<file path="src/rtl/cpu_ctrl_pkg.sv">
// rtl/cpu_ctrl_pkg.sv - shared state encoding, opcodes and strobe bundle for the control sequencer.
// CTRL_SEQ_JAL_EN adds the JAL3/JAL4 states to the encoding.
package cpu_ctrl_pkg;

  localparam int OPC_W = 5;
  localparam int ALUOP_W = 5;

  localparam logic [OPC_W-1:0] OPC_BR   = 5'h12;
  localparam logic [OPC_W-1:0] OPC_JR   = 5'h13;
  localparam logic [OPC_W-1:0] OPC_JAL  = 5'h14;
  localparam logic [OPC_W-1:0] OPC_NOP  = 5'h1A;
  localparam logic [OPC_W-1:0] OPC_HALT = 5'h1B;

  localparam logic [ALUOP_W-1:0] ALUOP_ADD = 5'h03;

  typedef enum logic [3:0] {
    ST_RST,
    ST_T0,
    ST_T1,
    ST_T2,
    ST_DEC,
    ST_JR3,
`ifdef CTRL_SEQ_JAL_EN
    ST_JAL3,
    ST_JAL4,
`endif
    ST_BR3,
    ST_BR4,
    ST_BR5,
    ST_BR6,
    ST_HALT
  } state_t;

  typedef struct packed {
    logic pc_out;
    logic zlow_out;
    logic mdr_out;
    logic c_out;
    logic mar_in;
    logic mdr_in;
    logic ir_in;
    logic pc_in;
    logic y_in;
    logic z_in;
    logic inc_pc;
    logic read;
    logic gra;
    logic grb;
    logic grc;
    logic r_in;
    logic r_out;
    logic ba_out;
    logic con_in;
    logic link_in;
    logic run;
  } ctrl_strobe_t;

endpackage

</file>
<file path="src/rtl/ctrl_decode.sv">
// rtl/ctrl_decode.sv - combinational state-to-strobe table (Moore decode; BR6 PCin also gated by con_ff).
// CTRL_SEQ_JAL_EN enables the JAL3/JAL4 rows.
module ctrl_decode
  import cpu_ctrl_pkg::*;
#(
  parameter int ALUW = 5,
  parameter logic [ALUW-1:0] ALU_ADD = ALUOP_ADD
) (
  input  state_t             state,
  input  logic               con_ff,
  output ctrl_strobe_t       strobes,
  output logic [ALUW-1:0]    operation
);

  always_comb begin
    strobes   = '0;
    operation = '0;
    strobes.run = (state != ST_RST) && (state != ST_HALT);
    case (state)
      ST_T0: begin
        strobes.pc_out = 1'b1;
        strobes.mar_in = 1'b1;
        strobes.inc_pc = 1'b1;
        strobes.z_in   = 1'b1;
        operation      = ALU_ADD;
      end
      ST_T1: begin
        strobes.zlow_out = 1'b1;
        strobes.pc_in    = 1'b1;
        strobes.read     = 1'b1;
        strobes.mdr_in   = 1'b1;
      end
      ST_T2: begin
        strobes.mdr_out = 1'b1;
        strobes.ir_in   = 1'b1;
      end
      ST_JR3: begin
        strobes.gra   = 1'b1;
        strobes.r_out = 1'b1;
        strobes.pc_in = 1'b1;
      end
`ifdef CTRL_SEQ_JAL_EN
      // Return address is captured before the jump target overwrites PC.
      ST_JAL3: begin
        strobes.pc_out  = 1'b1;
        strobes.link_in = 1'b1;
      end
      ST_JAL4: begin
        strobes.gra   = 1'b1;
        strobes.r_out = 1'b1;
        strobes.pc_in = 1'b1;
      end
`endif
      ST_BR3: begin
        strobes.gra    = 1'b1;
        strobes.r_out  = 1'b1;
        strobes.con_in = 1'b1;
      end
      ST_BR4: begin
        strobes.pc_out = 1'b1;
        strobes.y_in   = 1'b1;
      end
      ST_BR5: begin
        strobes.c_out = 1'b1;
        strobes.z_in  = 1'b1;
        operation     = ALU_ADD;
      end
      ST_BR6: begin
        strobes.zlow_out = 1'b1;
        strobes.pc_in    = con_ff;
      end
      default: ;
    endcase
  end

endmodule

</file>
<file path="src/rtl/control_sequencer.sv">
// rtl/control_sequencer.sv - fetch/decode/execute control FSM for JR, JAL, BR, NOP and HALT.
// CTRL_SEQ_JAL_EN enables jump-and-link; otherwise OP_JAL executes as a NOP.
module control_sequencer
  import cpu_ctrl_pkg::*;
#(
  parameter int OPW = 5,
  parameter int ALUW = 5,
  parameter logic [OPW-1:0]  OP_BR   = OPC_BR,
  parameter logic [OPW-1:0]  OP_JR   = OPC_JR,
  parameter logic [OPW-1:0]  OP_JAL  = OPC_JAL,
  parameter logic [OPW-1:0]  OP_NOP  = OPC_NOP,
  parameter logic [OPW-1:0]  OP_HALT = OPC_HALT,
  parameter logic [ALUW-1:0] ALU_ADD = ALUOP_ADD
) (
  input  logic            Clock,
  input  logic            Reset,
  input  logic [OPW-1:0]  opcode,
  input  logic            con_ff,
  input  logic            stop,
  output logic            PCout,
  output logic            Zlowout,
  output logic            MDRout,
  output logic            Cout,
  output logic            MARin,
  output logic            MDRin,
  output logic            IRin,
  output logic            PCin,
  output logic            Yin,
  output logic            Zin,
  output logic            IncPC,
  output logic            Read,
  output logic            GRA,
  output logic            GRB,
  output logic            GRC,
  output logic            Rin,
  output logic            Rout,
  output logic            BAout,
  output logic            CONin,
  output logic            LinkIn,
  output logic [ALUW-1:0] operation,
  output logic            run
);

  state_t       state_q, state_d, boundary_next;
  logic         stop_pend_q;
  ctrl_strobe_t strobes;

  // A stop seen mid-instruction is remembered until the next instruction boundary.
  always_ff @(posedge Clock or posedge Reset) begin
    if (Reset) begin
      state_q     <= ST_RST;
      stop_pend_q <= 1'b0;
    end else begin
      state_q <= state_d;
      if (state_q == ST_HALT)
        stop_pend_q <= 1'b0;
      else if (stop)
        stop_pend_q <= 1'b1;
    end
  end

  always_comb begin
    boundary_next = (stop || stop_pend_q) ? ST_HALT : ST_T0;
    state_d       = state_q;
    case (state_q)
      ST_RST: state_d = ST_T0;
      ST_T0:  state_d = ST_T1;
      ST_T1:  state_d = ST_T2;
      ST_T2:  state_d = ST_DEC;
      ST_DEC: begin
        case (opcode)
          OP_HALT: state_d = ST_HALT;
          OP_JR:   state_d = ST_JR3;
          OP_BR:   state_d = ST_BR3;
`ifdef CTRL_SEQ_JAL_EN
          OP_JAL:  state_d = ST_JAL3;
          OP_NOP:  state_d = boundary_next;
`else
          OP_JAL, OP_NOP: state_d = boundary_next;
`endif
          default: state_d = boundary_next;
        endcase
      end
      ST_JR3: state_d = boundary_next;
`ifdef CTRL_SEQ_JAL_EN
      ST_JAL3: state_d = ST_JAL4;
      ST_JAL4: state_d = boundary_next;
`endif
      ST_BR3:  state_d = ST_BR4;
      ST_BR4:  state_d = ST_BR5;
      ST_BR5:  state_d = ST_BR6;
      ST_BR6:  state_d = boundary_next;
      ST_HALT: state_d = ST_HALT;
      default: state_d = ST_RST;
    endcase
  end

  ctrl_decode #(
    .ALUW    (ALUW),
    .ALU_ADD (ALU_ADD)
  ) u_decode (
    .state     (state_q),
    .con_ff    (con_ff),
    .strobes   (strobes),
    .operation (operation)
  );

  assign PCout   = strobes.pc_out;
  assign Zlowout = strobes.zlow_out;
  assign MDRout  = strobes.mdr_out;
  assign Cout    = strobes.c_out;
  assign MARin   = strobes.mar_in;
  assign MDRin   = strobes.mdr_in;
  assign IRin    = strobes.ir_in;
  assign PCin    = strobes.pc_in;
  assign Yin     = strobes.y_in;
  assign Zin     = strobes.z_in;
  assign IncPC   = strobes.inc_pc;
  assign Read    = strobes.read;
  assign GRA     = strobes.gra;
  assign GRB     = strobes.grb;
  assign GRC     = strobes.grc;
  assign Rin     = strobes.r_in;
  assign Rout    = strobes.r_out;
  assign BAout   = strobes.ba_out;
  assign CONin   = strobes.con_in;
  assign LinkIn  = strobes.link_in;
  assign run     = strobes.run;

endmodule

</file>
<file path="config.mk">
export PLATFORM = sky130hd
export DESIGN_NAME = control_sequencer
export DESIGN_NICKNAME = d
export VERILOG_FILES = /design/src/rtl/cpu_ctrl_pkg.sv /design/src/rtl/ctrl_decode.sv /design/src/rtl/control_sequencer.sv
export SDC_FILE = /design/constraint.sdc
export NUM_CORES = 1
export LEC_CHECK = 0
export CORE_MARGIN = 2
export CORE_UTILIZATION = 34
export CTS_CLUSTER_SIZE = 30
export DETAILED_ROUTE_END_ITERATION = 6
export PLACE_DENSITY_LB_ADDON = 0.2
export SETUP_SLACK_MARGIN = 0.4
export SLEW_MARGIN = 10
export SYNTH_ARGS = -nofsm -noshare
export SYNTH_HDL_FRONTEND = slang
export SYNTH_SLANG_ARGS = --single-unit
</file>
<file path="constraint.sdc">
create_clock -name Clock -period 1.65 [get_ports Clock]
set_clock_uncertainty 0.2 [all_clocks]
set_input_delay 0.165 -clock Clock [delete_from_list [all_inputs] [get_ports Clock]]
set_output_delay 0.165 -clock Clock [all_outputs]
set_load 0.05 [all_outputs]
</file>
==> flow_summary.toml, run 1 <==
[sta]
worst-ep-kind = "output port"
crit_endpoint = "operation[1]"

[cts]
root_buffer = "clkbuf_4"
cts_buffers = 3
cts_buffer_depth = 2
htree_levels = 1
clock_sinks = 5

[die]
die_x_um = 44.42
fp-row-count = 14
pin_count = 35
die_h_um = 44.42
start_util_pct = 36.45

[synth]
syn_area_sq_um = 555.5
ys_ff_latch = 5
syn_inst = 78
syn_avg_cell_area_sq_um = 7.122
ys_warn_count = 0
synth_cell_types = 29
seq_area_frac_synth_pct = 22.52

[placement]
io_buffers = 26
placed_area_sq_mm = 0.001205
place_inst = 128
gp_congestion = 0.8707
dp_hpwl_um = 1528

[run_status]
error = "[ERROR DPL-0038] Utilization greater than 100%, impossible to legalize"
status = "stopped before the end"
lastStage = "5_1_grt"

[global_route]
grt_max_degree = 7
==> timing repair <==
action                     4_1_cts
pin swaps                       11
hold buffers                     1
hold endpoints to repair         5
gates resized for setup         32
setup buffers                   11
setup endpoints to repair       22
==> metrics by stage <==
| step | utilization [%] | setup TNS (ns) | worst slack [ns] |
|---|---|---|---|
| 3_5_place_dp | 79.06 | -0.2603 | -0.1313 |
| 3_3_place_gp | 79.06 | -0.1517 | -0.1093 |
| 4_1_cts | 95.48 | -2.904 | -0.2088 |
| 2_1_floorplan | - | -1.245 | -0.2758 |
==> cell families after synthesis <==
family                 Yosys count  share of synthesized area, %
buffers and inverters           20                         23.20
other                            1                        0.6750
AND/OR/NAND/NOR                 31                         29.96
XOR/XNOR                         2                         3.154
AO/OA/AOI/OAI                   19                         20.50
flip-flops                       5                         22.52
==> synthesized netlist by cell type (all sizes together) <==
cell type / instances / area share, %
nor2: 8 / 5.4
or3: 2 / 2.3
o22ai: 1 / 1.1
xor2: 1 / 1.6
nor2b: 3 / 3.4
xnor2: 1 / 1.6
o211ai: 1 / 1.4
buf: 16 / 20
nor4bb: 1 / 1.8
nand3b: 1 / 1.4
a31oi: 2 / 2.3
o21bai: 1 / 1.4
nand4b: 1 / 1.6
clkbuf: 1 / 0.68
nor3: 5 / 4.5
or2b: 2 / 2.7
nand2: 5 / 3.4
dfrtp: 5 / 23
o21ai: 5 / 4.5
a221o: 1 / 1.8
conb: 1 / 0.68
or4: 1 / 1.4
a211oi: 2 / 2.7
nand2b: 2 / 2.3
a21oi: 6 / 5.4
inv: 3 / 2.0
==> run 2: changes to the inputs <==
- CORE_AREA: unset -> 2 2 63 65
- CORE_MARGIN: 2 -> unset
- CORE_UTILIZATION: 34 -> unset
- CTS_CLUSTER_SIZE: 30 -> unset
- DIE_AREA: unset -> 0 0 65 67
- PLACE_DENSITY_LB_ADDON: 0.2 -> 0.15
- SETUP_SLACK_MARGIN: 0.4 -> unset
==> run 2 against run 1 <==
The flow now finishes, with violations (setup timing). Synthesized area stayed put. Synthesized cell count stayed put.
==> flow_summary.toml, run 2 <==
[sta]
layout_min_cycle_time_ns = 1.818
timing.final.crit_share_pct = 110.2
fin_ws_ns = -0.1682
rsz0062_at_grt = "true"
tns_ns = -1.864
max_freq_ghz = 0.5500
setup_violations = 17
drv_slew = 0
hold_viol = 0

[worst_setup_path]
regToRegStartpoint = "state_q[3]$_DFF_PP0_"
reg2reg_to = "state_q[0]$_DFF_PP0_"
cp.required_ns = 1.28
crit_fanout = 6
criticalPathCategory = "reg -> out"
rr_worst_depth = 6
start_kind = "flop"
cp_data_arrival_time_ns = 1.45
crit_path_end_kind = "primary output"
regToRegSetupSlack_ns = -0.03

[cts]
cts_buffers = 3
htree_levels = 1
tritoncts = "built"
cts_buffer_depth = 2
clk_latency_ns = 0.22
clock_sinks = 5
root_buffer = "clkbuf_8"
path_clk_slew_ns = 0.04

[global_route]
grt_first_pass_wirelength_um = 3105
grt_overflow = 0
grt_pass1_vias = 725
grt_util_all_layers_pct = 9.143
grt_max_degree = 13
antenna_found_initial = 0

[synth]
syn_area_sq_um = 555.5
synth_area_leaders = "dfrtp_1 (23%), buf_4 (19%), a21oi_1 (5.4%)"
synth_edf_count = 0
yosysTopAreaCell = "dfrtp_1"
ys_warn_count = 0
yosysTopAreaCellShare_pct = 22.52
synth_common_cells = "buf_4 (14), nor2_1 (8), a21oi_1 (6)"
postSynth.asyncResetShare_pct = 100.0
yosysMostFrequentCell = "buf_4"
syn_inst = 78
synth_cell_types = 29
syn_avg_cell_area_sq_um = 7.122
synthFlopType = "dfrtp_1"
seq_area_frac_synth_pct = 22.52
ys_ff_latch = 5

[die]
die-area_sq_mm = 0.004355
start_util_pct = 15.41
die_h_um = 67
die_x_um = 65
fp-row-count = 22
pin_count = 35
core_sq_mm = 0.003606

[power]
cellPowerDensity_mw_per_mm2 = 2414
leakagePower_uw = 0.0006125
peakVddDrop_mv = 0.6471
total_power_uw = 3646

[detailed_routing]
vias_per_cell = 4.073
drtPass1Iterations = 2
ant_nets = 0
dr_total_vias = 721
drt_wl_total_um = 1829
drc = 0
wire_per_inst_um = 10.33
drt_iter0_markers = 9

[final_layout]
layout_commonest_cell = "buf_12"
largest_reg_flops = 4
synthToLayoutAreaGrowth_pct = 171.8
fill_cells = 372
regMostFlops = "state_q"
final_nets = 139
layout_common_cells = "buf_12 (20), buf_4 (18), buf_6 (9)"
top_regs = "state_q x4, stop_pend_q x1"
finalNonFillerCells = 177
post-route-cell-area_sq_mm = 0.001510
final_layout_size_suffix_gt1_share_pct = 64.34
diodes = 0

[worst_hold_path]
worstHoldPathCells = 2
hp-start = "state_q[0]$_DFF_PP0_"
hold_end = "stop_pend_q$_DFFE_PP0P_"
hold_path_class = "reg -> reg"

[job]
maxCapViolations = 0

[placement]
io_buffers = 26
placed_area_sq_mm = 0.001224
dp_hpwl_um = 1402
place_inst = 161
gp_congestion = 0.7576

[run_status]
violations = "setup timing"
status = "finished, violations left"
[run 2: cell counts after synthesis]
No cell type changed its count.
[run 2: worst max-delay path by stage]
stage | start | to | slack (ns)
finish | state_q[3]$_DFF_PP0_ | operation[1] | -0.17
global route | state_q[3]$_DFF_PP0_ | operation[1] | -0.22
CTS | state_q[0]$_DFF_PP0_ | MARin | -0.22
detailed placement | opcode[2] | state_q[0]$_DFF_PP0_ | -0.12
global placement | opcode[2] | state_q[0]$_DFF_PP0_ | -0.12
floorplan | state_q[0]$_DFF_PP0_ | operation[0] | -0.30
[run 2: stage by stage]
| stage | hold slack [ns] | setup slack, ns | utilization, % |
|---|---|---|---|
| global placement | 0.1777 | -0.1177 | 33.93 |
| finish | 0.4856 | -0.1682 | 41.88 |
| detailed placement | 0.1879 | -0.1217 | 33.93 |
| floorplan | -0.2565 | -0.2950 | - |
| global route | 0.5188 | -0.2220 | 41.88 |
| CTS | 0.4763 | -0.2231 | 39.83 |
[run 2: layout make-up]
class	instances	area [sq um]	area share, %
Tap cell	48	60.06	3.977
Inverter	3	11.26	0.7456
Clock buffer	3	41.29	2.734
Clock inverter	1	5.005	0.3314
Sequential cell	5	127.6	8.451
Timing Repair Buffer	57	742.0	49.13
Multi-Input combinational cell	60	523.0	34.63
[run 2: cell families after synthesis]
family          count (synthesis)  share of synthesized area (%)
xor+xnor                        2                          3.154
other cells                     1                         0.6750
compound gates                 19                          20.50
buf+inv                        20                          23.20
simple gates                   31                          29.96
flops                           5                          22.52
[run 2: routing by layer]
layer  global-route usage (%)  vias up  routed length, um
met5                        0        -                  0
met4                    3.191        0                 18
met3                    2.027        3                118
met2                    16.75       26                979
met1                    10.37      341                713
li1                         -      351                  -
[run 2: critical path: stages (launching register included)]
cell	delay [ns]
dfrtp_2	0.43
or2b_1	0.29
a211oi_4	0.22
buf_6	0.16
buf_12	0.13
[run 2: what timing repair did]
item,in CTS,in global routing
setup endpoints to repair,19,21
gates resized for setup,26,11
pin swaps,7,10
hold endpoints to repair,5,0
setup buffers,7,5
hold buffers,1,0
[run 2: power by group]
part	internal [uW]	switching (uW)	leakage [uW]
Clock	162	64.3	0.0000255
Sequential	181	79.0	0.0000565
Combinational	1560	1600	0.000530
Power figures use the tool's default switching activity.
==> RTL change 1, RTL diff (config.mk and constraints of run 2) <==
Build with the macro `CTRL_SEQ_JAL_EN` defined.
--- a/src/rtl/cpu_ctrl_pkg.sv
+++ b/src/rtl/cpu_ctrl_pkg.sv
@@ -1,5 +1,7 @@
 // rtl/cpu_ctrl_pkg.sv - shared state encoding, opcodes and strobe bundle for the control sequencer.
 // CTRL_SEQ_JAL_EN adds the JAL3/JAL4 states to the encoding.
+`define CTRL_SEQ_JAL_EN
+
 package cpu_ctrl_pkg;
 
   localparam int OPC_W = 5;
Check against the original RTL: not equivalent (Yosys sat finds a counterexample within 10 cycles, from zero or initial values and one cycle with Reset high).
==> RTL change 1 against run 2 <==
Via count grew 6.5%. Sequential share of layout area shrank 0.20 points. Routed wire length up 12%. Design area increased by 4.4%. Worst setup slack better by 0.095 ns. Synthesized cell count rose by 7.7%. The flow still finishes with violations (negative setup slack). Sequential cell count unchanged. Area after synthesis rose by 13%.
Power is left out: the tool's default activity adds up to more than one toggle a clock period on the data nets, which glitch-free logic cannot reach.
==> RTL change 1: results (changes against run 2) <==
status: "finished with violations"  # unchanged
failed_checks: "negative setup slack"  # unchanged
wl_met2_mm: 1.050  # was 979 um
met2_usage_pct: 18.81  # was 16.75%
wl_per_cell_um: 11.15  # was 10.33 um
drt_iter0_drc: 10  # was 9
dp.cells: 167  # was 161
yosysSeqAreaShare_pct: 19.96  # was 22.52%
setup.worst_path.end: "operation[0]"  # was operation[1]
setup_tns_ns: -0.5956  # was -1.864 ns
avgSynthCellArea_um2: 7.463  # was 7.122 um^2
firstDrtPassIters: 4  # was 2
arrival_ns: 1.36  # was 1.45 ns
grt_use_met1_pct: 10.08  # was 10.37%
critPathLaunch: "state_q[2]$_DFF_PP0_"  # was state_q[3]$_DFF_PP0_
avgViaCountPerCell: 4.197  # was 4.073
whs_path_depth: 3  # was 2
wl_met3_um: 186  # was 118 um
r2r_end: "state_q[2]$_DFF_PP0_"  # was state_q[0]$_DFF_PP0_
yosys-top-cells-area: "dfrtp_1 20%, buf_4 16%, nand2b_1 6.0%, nor3_1 4.8%, a21oi_1 4.0%"  # was dfrtp_1 23%, buf_4 19%, a21oi_1 5.4%, nor2_1 5.4%, nor3_1 4.5%
hold_ws_ns: 0.4582  # was 0.4856 ns
fin_nets: 145  # was 139
setup-violations-final: 13  # was 17
stdcell_count: 183  # was 177
worstRegToRegCells: 4  # was 6
grt_pass1_wl_mm: 3.339  # was 3.105 mm
portBuffers: 27  # was 26
grt_max_degree: 10  # was 13
grt_pass1_vias: 779  # was 725
min-delay-start: "stop_pend_q$_DFFE_PP0P_"  # was state_q[0]$_DFF_PP0_
r2r_slack_ns: 0.07  # was -0.03 ns
gp_congestion: 0.7140  # was 0.7576
synth_common_cells: "13 x buf_4, 6 x nand2b_1, 6 x nor2_1, 6 x nor3_1"  # was 14 x buf_4, 8 x nor2_1, 6 x a21oi_1
fin_ws_ns: -0.07290  # was -0.1682 ns
wl_met1_um: 748  # was 713 um
hold_path_end: "state_q[0]$_DFF_PP0_"  # was stop_pend_q$_DFFE_PP0P_
place_ws_ns: -0.1287  # was -0.1217 ns
[RTL change 1: kinds of logic (layout without fill, tap and decap cells)]
kind of cell    after synthesis  after routing  synth area share [%]
compound gates               20             20                 22.16
other cells                   1              7                0.5982
simple gates                 36             36                 33.73
buf+inv                      20             65                 20.76
flops                         5              5                 19.96
xor+xnor                      2              2                 2.795
[RTL change 1: layout make-up]
class,count,area (um^2)
fillers,348,2029
well taps,48,60.06
clock buffers,4,45.04
flip-flops and latches,5,130.1
inverters,2,10.01
repair buffers,59,753.2
multi-input cells,65,578.1
[RTL change 1: worst max-delay path, delay by kind of cell (launching register included)]
family	cells	cell delay, ns
simple gates	3	0.53
buf+inv	1	0.16
flops	1	0.43
[RTL change 1: timing repair]
item / 4_1_cts / 5_1_grt
pin swaps: 5 / 6
hold buffers: 1 / 0
resized for setup: 20 / 10
endpoints found under the setup margin: 19 / 20
endpoints found under the hold margin: 5 / 0
setup buffers: 8 / 3
==> RTL change 2, RTL diff (settings of run 2) <==
Made on the original files. The 11 states of `state_t` get a one-hot encoding in 11 bits.
--- a/src/rtl/cpu_ctrl_pkg.sv
+++ b/src/rtl/cpu_ctrl_pkg.sv
@@ -13,22 +13,22 @@
 
   localparam logic [ALUOP_W-1:0] ALUOP_ADD = 5'h03;
 
-  typedef enum logic [3:0] {
-    ST_RST,
-    ST_T0,
-    ST_T1,
-    ST_T2,
-    ST_DEC,
-    ST_JR3,
+  typedef enum logic [10:0] {
+    ST_RST  = 11'b00000000001,
+    ST_T0   = 11'b00000000010,
+    ST_T1   = 11'b00000000100,
+    ST_T2   = 11'b00000001000,
+    ST_DEC  = 11'b00000010000,
+    ST_JR3  = 11'b00000100000,
 `ifdef CTRL_SEQ_JAL_EN
     ST_JAL3,
     ST_JAL4,
 `endif
-    ST_BR3,
-    ST_BR4,
-    ST_BR5,
-    ST_BR6,
-    ST_HALT
+    ST_BR3  = 11'b00001000000,
+    ST_BR4  = 11'b00010000000,
+    ST_BR5  = 11'b00100000000,
+    ST_BR6  = 11'b01000000000,
+    ST_HALT = 11'b10000000000
   } state_t;
 
   typedef struct packed {
Formal check against the unedited RTL: same outputs for any inputs over 10 cycles, from zero or initial values and one cycle with Reset high; not proved beyond that.
==> RTL change 2 against run 2 <==
Sequential power rose by 49%. The run still ends with negative setup slack left. First-iteration DRC count rose by 22%. Sequential cell count rose by 7. Power fell by 29%. Routed wire length rose by 45%. Worst setup slack got worse by 0.33 ns. Area after synthesis rose by 54%. Design area rose by 26%.
==> RTL change 2: results (changes against run 2) <==
drt_iter0_drc: 11  # was 9
hold_path.class: "primary input to asynchronous set/reset pin"  # was flop to flop
r2r_slack_ns: -0.41  # was -0.03 ns
firstDrtPassIters: 4  # was 2
vias: 924  # was 721
grt_pass1_wl_mm: 4.733  # was 3.105 mm
worstRegToRegCells: 9  # was 6
top_regs: "state_q: 11 flops, stop_pend_q: 1 flops"  # was state_q: 4 flops, stop_pend_q: 1 flops
yosysSeqAreaShare_pct: 35.18  # was 22.52%
path_clk_slew_ns: 0.06  # was 0.04 ns
wl_per_cell_um: 12.55  # was 10.33 um
fillers: 329  # was 372
fin_nets: 173  # was 139
grt_usage_pct: 14.17  # was 9.143%
synth_common_cells: "14 x buf_4, 11 x dfrtp_1, 11 x inv_1"  # was 14 x buf_4, 8 x nor2_1, 6 x a21oi_1
critPathSlowestCell: "dfrtp_1"  # was dfrtp_2
drive_above_1_share_pct: 58.90  # was 64.34%
r2r_start: "state_q[5]$_DFF_PP0_"  # was state_q[3]$_DFF_PP0_
clk_latency_ns: 0.24  # was 0.22 ns
power_leakage_nw: 0.8352  # was 0.6125 nW
ir_drop_v: 0.0007792  # was 0.0006471 V
failed_checks: "negative setup slack"  # unchanged
status: "finished with violations"  # unchanged
gp_congestion: 0.7845  # was 0.7576
yosys-top-cells-area: "dfrtp_1 32%, buf_4 12%, nor4_4 5.0%, inv_1 4.8%, nor2_1 4.4%"  # was dfrtp_1 23%, buf_4 19%, a21oi_1 5.4%, nor2_1 5.4%, nor3_1 4.5%
r2r_end: "state_q[0]$_DFF_PP1_"  # was state_q[0]$_DFF_PP0_
drv_slew: 0  # unchanged
post_dp_cell_area_um2: 1568  # was 1224 um^2
hold_ws_ns: 0.05685  # was 0.4856 ns
fin_ws_ns: -0.5019  # was -0.1682 ns
setup-violations-final: 24  # was 17
slowest_delay_ns: 0.40  # was 0.43 ns
## RTL change 2: cell type report
cell class | instances | share of cell area [%]
Tap cell | 48 | 3.168
Timing Repair Buffer | 69 | 42.84
Clock buffer | 4 | 2.904
Sequential cell | 12 | 15.91
Inverter | 11 | 2.970
Multi-Input combinational cell | 67 | 32.21
## RTL change 2: per-stage QoR
step / std cells / worst slack [ns] / util [%]
3_3_place_gp: 195 / -0.2466 / 43.48
5_1_grt: 211 / -0.6162 / 52.57
6_report: 211 / -0.5019 / 52.57
2_1_floorplan: 104 / -0.7435 / -
3_5_place_dp: 195 / -0.2689 / 43.48
4_1_cts: 207 / -0.5190 / 49.58
## RTL change 2: logic make-up after synthesis
logic type | after synthesis | synth area share (%)
xor gates and xnor gates | 1 | 1.022
AOI/OAI and AO/OA | 9 | 9.198
and+or+nand+nor | 49 | 37.08
other | 1 | 0.4375
DFF | 12 | 35.18
buffers and inverters | 25 | 17.08
## RTL change 2: what timing repair did
action / in CTS / in global routing
pin swaps: 10 / 11
gates resized for setup: 20 / 20
setup buffers: 13 / 7
setup endpoints to repair: 23 / 28
## RTL change 2: worst max-delay path by stage
stage	startpoint	endpoint	slack (ns)	depth (start not counted)
finish	state_q[5]$_DFF_PP0_	PCin	-0.50	5
global route	state_q[5]$_DFF_PP0_	PCin	-0.62	5
CTS	state_q[7]$_DFF_PP0_	PCin	-0.52	5
detailed placement	state_q[5]$_DFF_PP0_	Zin	-0.27	5
global placement	state_q[5]$_DFF_PP0_	Zin	-0.25	5
floorplan	state_q[1]$_DFF_PP0_	operation[0]	-0.74	4
## RTL change 2: worst max-delay path, delay by kind of cell (launching register included)
| family | cells | cell delay (ns) |
|---|---|---|
| buf+inv | 2 | 0.43 |
| simple gates | 2 | 0.45 |
| compound gates | 1 | 0.26 |
| flops | 1 | 0.40 |
## RTL change 2: power by group through the flow
stage	clock [W]	sequential, W	combinational [W]
4_1_cts	0.000332	0.000389	0.00166
5_1_grt	0.000355	0.000392	0.00197
3_5_place_dp	0	0.000394	0.00147
6_report	0.000325	0.000388	0.00186
2_1_floorplan	0	0.000401	0.000822
3_3_place_gp	0	0.000393	0.00146
## RTL change 2: routing by layer
layer,routed length (um),global-route usage [%]
met5,0,0
met3,164,3.378
met2,1417,26.29
met4,30,2.660
met1,1035,16.56
